===== config.mk =====
export PLATFORM = sky130hd
export DESIGN_NAME = rvh_l1d_snp_ctrl
export DESIGN_NICKNAME = d
export VERILOG_FILES = /design/src/rtl/rvh_l1d_snp_ctrl.sv
export SDC_FILE = /design/constraint.sdc
export NUM_CORES = 2
export LEC_CHECK = 0
export BUFFER_PORTS_ARGS = -buffer_cell sky130_fd_sc_hd__buf_2
export CORE_ASPECT_RATIO = 0.9
export CORE_MARGIN = 5
export CORE_UTILIZATION = 39
export DETAILED_ROUTE_END_ITERATION = 8
export HOLD_SLACK_MARGIN = 0.05
export SLEW_MARGIN = 0
export SYNTH_ARGS = -nofsm -noshare
export SYNTH_HDL_FRONTEND = slang
export SYNTH_SLANG_ARGS = --single-unit

===== constraint.sdc =====
create_clock -name clk -period 1.7 [get_ports clk]
set_input_delay 0.34 -clock clk [delete_from_list [all_inputs] [get_ports clk]]
set_output_delay 0.34 -clock clk [all_outputs]
set_load 0.01 [all_outputs]

===== src/rtl/rvh_l1d_snp_ctrl.sv =====
// L1D snoop controller: buffers ACE AC snoops in order and sequences lookup, CR response and CD data per snoop.
// Optional snoop statistics counters are enabled with `define RVH_L1D_SNP_CNT_EN.
module rvh_l1d_snp_ctrl #(
    parameter int unsigned SNP_BUF_DEPTH = 32'd4,
    parameter int unsigned PADDR_W       = 32'd56,
    parameter int unsigned LINE_W        = 32'd512,
    parameter int unsigned CD_W          = 32'd128
) (
    input  logic               clk,
    input  logic               rst,
    input  logic               ac_valid_i,
    output logic               ac_ready_o,
    input  logic [PADDR_W-1:0] ac_addr_i,
    input  logic [3:0]         ac_snoop_i,
    output logic               snp_lkup_vld_o,
    input  logic               snp_lkup_rdy_i,
    output logic [PADDR_W-1:0] snp_lkup_addr_o,
    output logic               snp_lkup_inv_o,
    output logic               snp_lkup_shr_o,
    input  logic               snp_lkup_resp_vld_i,
    input  logic               snp_lkup_hit_i,
    input  logic               snp_lkup_dirty_i,
    input  logic               snp_lkup_unique_i,
    input  logic [LINE_W-1:0]  snp_lkup_data_i,
    output logic               cr_valid_o,
    input  logic               cr_ready_i,
    output logic [4:0]         cr_resp_o,
    output logic               cd_valid_o,
    input  logic               cd_ready_i,
    output logic [CD_W-1:0]    cd_data_o,
    output logic               cd_last_o
`ifdef RVH_L1D_SNP_CNT_EN
    ,
    output logic [31:0]        snp_cnt_o
`endif
);

    localparam int unsigned PTR_W    = $clog2(SNP_BUF_DEPTH);
    localparam int unsigned CD_BEATS = LINE_W / CD_W;
    localparam int unsigned BEAT_W   = (CD_BEATS > 32'd1) ? $clog2(CD_BEATS) : 32'd1;
    localparam logic [BEAT_W-1:0] LAST_BEAT = BEAT_W'(CD_BEATS - 32'd1);
    localparam logic [BEAT_W-1:0] BEAT_ONE  = BEAT_W'(32'd1);
    localparam logic [PTR_W:0]    PTR_ONE   = (PTR_W + 1)'(32'd1);

    typedef enum logic [2:0] {
        ST_IDLE = 3'd0,
        ST_LKUP = 3'd1,
        ST_WAIT = 3'd2,
        ST_CR   = 3'd3,
        ST_CD   = 3'd4
    } state_e;

    typedef struct packed {
        logic [PADDR_W-1:0] addr;
        logic               inv;
        logic               shr;
        logic               ret_clean;
        logic               ret_dirty;
    } snp_ent_t;

    // Returns {inv, shr, ret_clean, ret_dirty}; unknown codes behave like ReadNotSharedDirty.
    function automatic logic [3:0] snp_decode(input logic [3:0] code);
        logic [3:0] flags;
        case (code)
            4'b0111: flags = 4'b1011;
            4'b1001: flags = 4'b1001;
            default: flags = 4'b0111;
        endcase
        return flags;
    endfunction

    snp_ent_t          buf_r [SNP_BUF_DEPTH];
    logic [PTR_W:0]    wr_ptr_r;
    logic [PTR_W:0]    rd_ptr_r;
    snp_ent_t          work_r;
    state_e            state_r;
    state_e            state_nxt_s;
    logic              lkup_vld_r;
    logic              cr_vld_r;
    logic              cd_vld_r;
    logic [4:0]        cr_resp_r;
    logic [LINE_W-1:0] data_r;
    logic [BEAT_W-1:0] beat_r;
    logic              cd_last_r;

    logic              empty_s;
    logic              full_s;
    logic              push_s;
    logic              pop_s;
    logic              cap_s;
    logic              cr_hs_s;
    logic              cd_hs_s;
    logic              dt_s;
    logic [4:0]        resp_nxt_s;
    logic [BEAT_W-1:0] beat_nxt_s;

    assign empty_s = (wr_ptr_r == rd_ptr_r);
    assign full_s  = (wr_ptr_r[PTR_W] != rd_ptr_r[PTR_W]) &&
                     (wr_ptr_r[PTR_W-1:0] == rd_ptr_r[PTR_W-1:0]);
    assign push_s  = ac_valid_i && !full_s;

    assign dt_s       = snp_lkup_hit_i && (snp_lkup_dirty_i ? work_r.ret_dirty : work_r.ret_clean);
    assign resp_nxt_s = {snp_lkup_hit_i && snp_lkup_unique_i,
                         snp_lkup_hit_i && !work_r.inv,
                         dt_s && snp_lkup_dirty_i,
                         1'b0,
                         dt_s};
    assign beat_nxt_s = beat_r + BEAT_ONE;

    // Snoop buffer storage and pointers; the pop only ever happens from IDLE.
    always_ff @(posedge clk or negedge rst) begin
        if (!rst) begin
            wr_ptr_r <= '0;
            rd_ptr_r <= '0;
            for (int unsigned i = 0; i < SNP_BUF_DEPTH; i++) begin
                buf_r[i] <= '0;
            end
        end else begin
            if (push_s) begin
                buf_r[wr_ptr_r[PTR_W-1:0]] <= {ac_addr_i, snp_decode(ac_snoop_i)};
                wr_ptr_r <= wr_ptr_r + PTR_ONE;
            end
            if (pop_s) begin
                rd_ptr_r <= rd_ptr_r + PTR_ONE;
            end
        end
    end

    // FSM state register.
    always_ff @(posedge clk or negedge rst) begin
        if (!rst) begin
            state_r <= ST_IDLE;
        end else begin
            state_r <= state_nxt_s;
        end
    end

    // FSM next state and per-cycle handshake strobes.
    always_comb begin
        state_nxt_s = state_r;
        pop_s       = 1'b0;
        cap_s       = 1'b0;
        cr_hs_s     = 1'b0;
        cd_hs_s     = 1'b0;
        case (state_r)
            ST_IDLE: begin
                if (!empty_s) begin
                    pop_s       = 1'b1;
                    state_nxt_s = ST_LKUP;
                end else begin
                    state_nxt_s = ST_IDLE;
                end
            end
            ST_LKUP: begin
                if (snp_lkup_rdy_i) begin
                    state_nxt_s = ST_WAIT;
                end else begin
                    state_nxt_s = ST_LKUP;
                end
            end
            ST_WAIT: begin
                if (snp_lkup_resp_vld_i) begin
                    cap_s       = 1'b1;
                    state_nxt_s = ST_CR;
                end else begin
                    state_nxt_s = ST_WAIT;
                end
            end
            ST_CR: begin
                if (cr_ready_i) begin
                    cr_hs_s     = 1'b1;
                    state_nxt_s = cr_resp_r[0] ? ST_CD : ST_IDLE;
                end else begin
                    state_nxt_s = ST_CR;
                end
            end
            ST_CD: begin
                if (cd_ready_i) begin
                    cd_hs_s     = 1'b1;
                    state_nxt_s = cd_last_r ? ST_IDLE : ST_CD;
                end else begin
                    state_nxt_s = ST_CD;
                end
            end
            default: begin
                state_nxt_s = ST_IDLE;
            end
        endcase
    end

    // Registered valids follow the next state so they rise together with the state change.
    always_ff @(posedge clk or negedge rst) begin
        if (!rst) begin
            lkup_vld_r <= 1'b0;
            cr_vld_r   <= 1'b0;
            cd_vld_r   <= 1'b0;
        end else begin
            lkup_vld_r <= (state_nxt_s == ST_LKUP);
            cr_vld_r   <= (state_nxt_s == ST_CR);
            cd_vld_r   <= (state_nxt_s == ST_CD);
        end
    end

    // Working snoop, captured response and CD beat shifter (lowest beat always at the bottom).
    always_ff @(posedge clk or negedge rst) begin
        if (!rst) begin
            work_r    <= '0;
            cr_resp_r <= 5'b00000;
            data_r    <= '0;
            beat_r    <= '0;
            cd_last_r <= 1'b0;
        end else begin
            if (pop_s) begin
                work_r <= buf_r[rd_ptr_r[PTR_W-1:0]];
            end
            if (cap_s) begin
                cr_resp_r <= resp_nxt_s;
                data_r    <= snp_lkup_data_i;
            end
            if (cr_hs_s && cr_resp_r[0]) begin
                beat_r    <= '0;
                cd_last_r <= (CD_BEATS == 32'd1);
            end else if (cd_hs_s) begin
                data_r    <= data_r >> CD_W;
                beat_r    <= beat_nxt_s;
                cd_last_r <= cd_last_r ? 1'b0 : (beat_nxt_s == LAST_BEAT);
            end
        end
    end

`ifdef RVH_L1D_SNP_CNT_EN
    logic [15:0] snoop_cnt_r;
    logic [15:0] hit_dirty_cnt_r;

    // Saturating statistics, bumped on every CR handshake.
    always_ff @(posedge clk or negedge rst) begin
        if (!rst) begin
            snoop_cnt_r     <= 16'h0000;
            hit_dirty_cnt_r <= 16'h0000;
        end else if (cr_hs_s) begin
            if (snoop_cnt_r != 16'hFFFF) begin
                snoop_cnt_r <= snoop_cnt_r + 16'h0001;
            end
            if (cr_resp_r[2] && (hit_dirty_cnt_r != 16'hFFFF)) begin
                hit_dirty_cnt_r <= hit_dirty_cnt_r + 16'h0001;
            end
        end
    end

    assign snp_cnt_o = {hit_dirty_cnt_r, snoop_cnt_r};
`endif

    assign ac_ready_o      = !full_s;
    assign snp_lkup_vld_o  = lkup_vld_r;
    assign snp_lkup_addr_o = work_r.addr;
    assign snp_lkup_inv_o  = work_r.inv;
    assign snp_lkup_shr_o  = work_r.shr;
    assign cr_valid_o      = cr_vld_r;
    assign cr_resp_o       = cr_resp_r;
    assign cd_valid_o      = cd_vld_r;
    assign cd_data_o       = data_r[CD_W-1:0];
    assign cd_last_o       = cd_last_r;

endmodule

==> impl_metrics.json <==
{
  "slew_viol_final": 0,
  "cts.reportedPaths.clkPinSlew_ps": 70,
  "synth_ff_type": "dfrtp_1",
  "clock.fmax_mhz": 496.4,
  "dp_hpwl_um": 88300,
  "fp.dieArea_um2": 104200,
  "synth_seq_cells": 831,
  "die_h_um": 306.7,
  "cts_root_buf": "clkbuf_16",
  "place_area_um2": 43460,
  "hold_path_class": "input port to flip-flop",
  "fin_ws_ps": -314.4,
  "synthDistinctLibCells": 46,
  "io_pins": 778,
  "synth_top_area_cell": "dfrtp_1",
  "vdd_drop_max_mv": 1.344,
  "drcViolationCount": 0,
  "post-route-min-period_ps": 2014,
  "port_buffers": 776,
  "power_density_nw_per_um2": 1723,
  "grt_overflow": 0,
  "yosysTopAreaCellShare_pct": 54.50,
  "async_reset_ff_share_pct": 100.0,
  "critical_path.startpoint_type": "flip-flop",
  "slowest_delay_ps": 510,
  "worstPathRequired_ps": 2210,
  "cts_buffer_depth": 3,
  "via_per_inst": 5.194,
  "grt_pass1_wl_um": 198400,
  "cellLeakagePower_nw": 26.74,
  "cts_max_level": 3,
  "drtAntennaViolNets": 0,
  "wl_um": 143200,
  "skew_ps": 41.16,
  "wl_per_cell_um": 23.84,
  "fillCellCount": 7423,
  "rsz0062_at_grt": "yes",
  "critPathArrivalTime_ps": 2520,
  "clock-sinks": 831,
  "worstSetupPathType": "flip-flop to flip-flop",
  "die_x_um": 339.7,
  "synth_nets": 3802,
  "final_area_um2": 57040,
  "clock_latency_ps": 670,
  "crit_path_max_fanout": 6,
  "core_um2": 96750,
  "crit_path_end_kind": "flip-flop",
  "via_count": 31200,
  "row_count": 108,
  "setup_viol": 597,
  "hold_viol": 0,
  "ff_latch_area_um2": 20810,
  "cts_tree": "done",
  "hold-worst-slack_ps": 141.4,
  "ys_warn_count": 0,
  "syn_to_final_growth_pct": 49.48,
  "start_util_pct": 39.44,
  "final_nets": 5205,
  "grt_max_degree": 108,
  "syn_inst": 3214,
  "drv_cap": 0,
  "syn_avg_cell_area_um2": 11.87,
  "cts_buffers": 90,
  "synth_edf_count": 0,
  "violations": "negative setup slack",
  "grt_pass1_vias": 31660,
  "slew_headroom_pct": 57.93,
  "globalplace.congestion": 0.9147,
  "dr.first_iter.drc_count": 2296,
  "tns_ps": -80790,
  "synth.area.top_cells": "dfrtp_1 54%, mux2i_1 10%, nand2_1 6.4%, mux2_4 5.4%, o21ai_0 5.1%",
  "firstDrtPassIters": 5,
  "antenna_found_initial": 53,
  "worstMarginPinSlew_ps": 631.1,
  "crit_path_top_delay_cell": "dfrtp_4",
  "path_cells": "buf_4, xor2_1, o311a_2, buf_16, mux2_4",
  "period_share_pct": 118.5,
  "synth_area_um2": 38160,
  "grt.total_usage_pct": 24.49,
  "multi_input_area_um2": 15580,
  "ys_seq_area_share_pct": 54.50,
  "outcome": "finished, violations left",
  "final_layout_size_suffix_gt1_share_pct": 36.69
}
==> per-stage QoR <==
| stage | power (mW) | cells | utilization, % | setup WS [ps] |
|---|---|---|---|---|
| floorplan | 58.96 | 3214 | - | -80.43 |
| global placement | 66.07 | 5045 | 44.92 | -169.6 |
| detailed placement | 67.08 | 5045 | 44.92 | -175.3 |
| CTS | 92.36 | 5844 | 55.75 | -320.0 |
| global route | 103.3 | 5996 | 58.92 | -366.1 |
| finish | 98.26 | 6008 | 58.95 | -314.4 |
==> report_power, final <==
group          total [mW]  switching (mW)  internal, mW  leakage, nW
registers            35.9            6.12          29.8         9.97
clock network        21.5            8.65          12.8         1.61
logic                40.9            17.4          23.5         15.2
total                98.3            32.2          66.1         26.7
==> sequential cells by signal, indices dropped and copies added (netlist names) <==
signal,count
cd_last_o,1
snp_lkup_addr_o,56
cr_resp_o,4
beat_r,2
cr_valid_o,1
buf_r,240
work_r,2
snp_lkup_shr_o,1
snp_lkup_inv_o,1
snp_lkup_vld_o,1
data_r,512
rd_ptr_r,3
state_r,3
wr_ptr_r,3
cd_valid_o,1
==> timing repair <==
item / 4_1_cts / 5_1_grt
gates cloned: 31 / 58
hold endpoints to repair: 1306 / 0
gates resized for setup: 78 / 406
setup endpoints to repair: 749 / 810
hold buffers: 575 / 0
pin swaps: 7 / 20
setup buffers: 30 / 60
==> synthesized netlist by cell type (2+ instances only) <==
cell type  number
dfrtp_1       831
nand2_1       655
o21ai_0       388
mux2i_1       386
buf_4         188
mux2_2        161
mux2_4        137
a21oi_1       130
buf_2         115
clkbuf_1       67
mux4_2         60
buf_6          24
buf_12          7
inv_1           7
ha_1            6
or2_2           5
a31oi_4         4
nand3_1         4
xor2_1          4
nor2_1          3
nor2b_1         3
buf_1           2
nor4bb_1        2
xnor2_1         2
xnor2_2         2
==> cell usage in the layout, fill, tap and decap left out, drive strengths merged, types with 2 or more instances in the layout <==
master,netlist,layout
a21oi,130,130
a31oi,5,5
buf,336,1089
bufbuf,0,2
bufinv,0,13
clkbuf,68,167
clkinv,0,26
clkinvlp,0,2
dfrtp,831,831
diode,0,55
dlygate4sd3,0,575
ha,6,6
inv,7,10
mux2,298,298
mux2i,386,386
mux4,60,60
nand2,655,655
nand3,4,4
nor2,3,3
nor2b,3,3
nor4bb,2,2
o21ai,388,388
o311a,1,2
or2,5,5
xnor2,4,4
xor2,5,5
==> worst max-delay path: cells and delay by family (launching register included) <==
| family | cells | cell delay [ps] |
|---|---|---|
| AO/OA/AOI/OAI | 1 | 380 |
| buffers and inverters | 2 | 350 |
| flip-flops | 1 | 510 |
| multiplexers | 1 | 300 |
| XOR/XNOR | 1 | 310 |
==> metal layers <==
layer	global-route usage [%]	wire (µm)	vias to the layer above	part of all wire (%)
li1	-	-	13820	-
met1	31.05	56670	15640	40
met2	40.81	69100	1311	48
met3	5.117	9725	433	6.8
met4	10.89	7681	6	5.4
met5	0	40	-	0.028
==> final cells by class <==
| class | instances | share of cell area, % |
|---|---|---|
| timing repair buffer | 1714 | 27.43 |
| tap | 1265 | 2.775 |
| multi-input combinational | 1973 | 27.31 |
| inverter | 7 | 0.04606 |
| clock inverter | 44 | 1.145 |
| sequential | 831 | 36.48 |
| clock buffer | 119 | 4.563 |
| antenna | 55 | 0.2413 |
==> path summary, 6_finish.rpt <==
check	start	endpoint	slack [ps]	depth (start not counted)
setup / recovery	rd_ptr_r[0]	snp_lkup_addr_o[38]	-310	5
hold / removal	snp_lkup_resp_vld_i	cr_valid_o	140	3
setup reg to reg	rd_ptr_r[0]	snp_lkup_addr_o[38]	-310	5
hold reg to reg	buf_r[180]	buf_r[180]	460	1
max in group asynchronous	rst	wr_ptr_r[2]	550	3
min in group asynchronous	rst	data_r[364]	230	2
==> cells by family after synthesis <==
| kind of cell | Yosys count | share of synthesized area [%] |
|---|---|---|
| buf+inv | 411 | 7.043 |
| compound gates | 532 | 7.270 |
| mux | 744 | 23.81 |
| simple gates | 680 | 6.879 |
| flops | 831 | 54.50 |
| other cells | 1 | 0.009828 |
| xor+xnor | 9 | 0.2951 |
| fa+ha+maj | 6 | 0.1967 |
(Power assumes the default switching activity.)
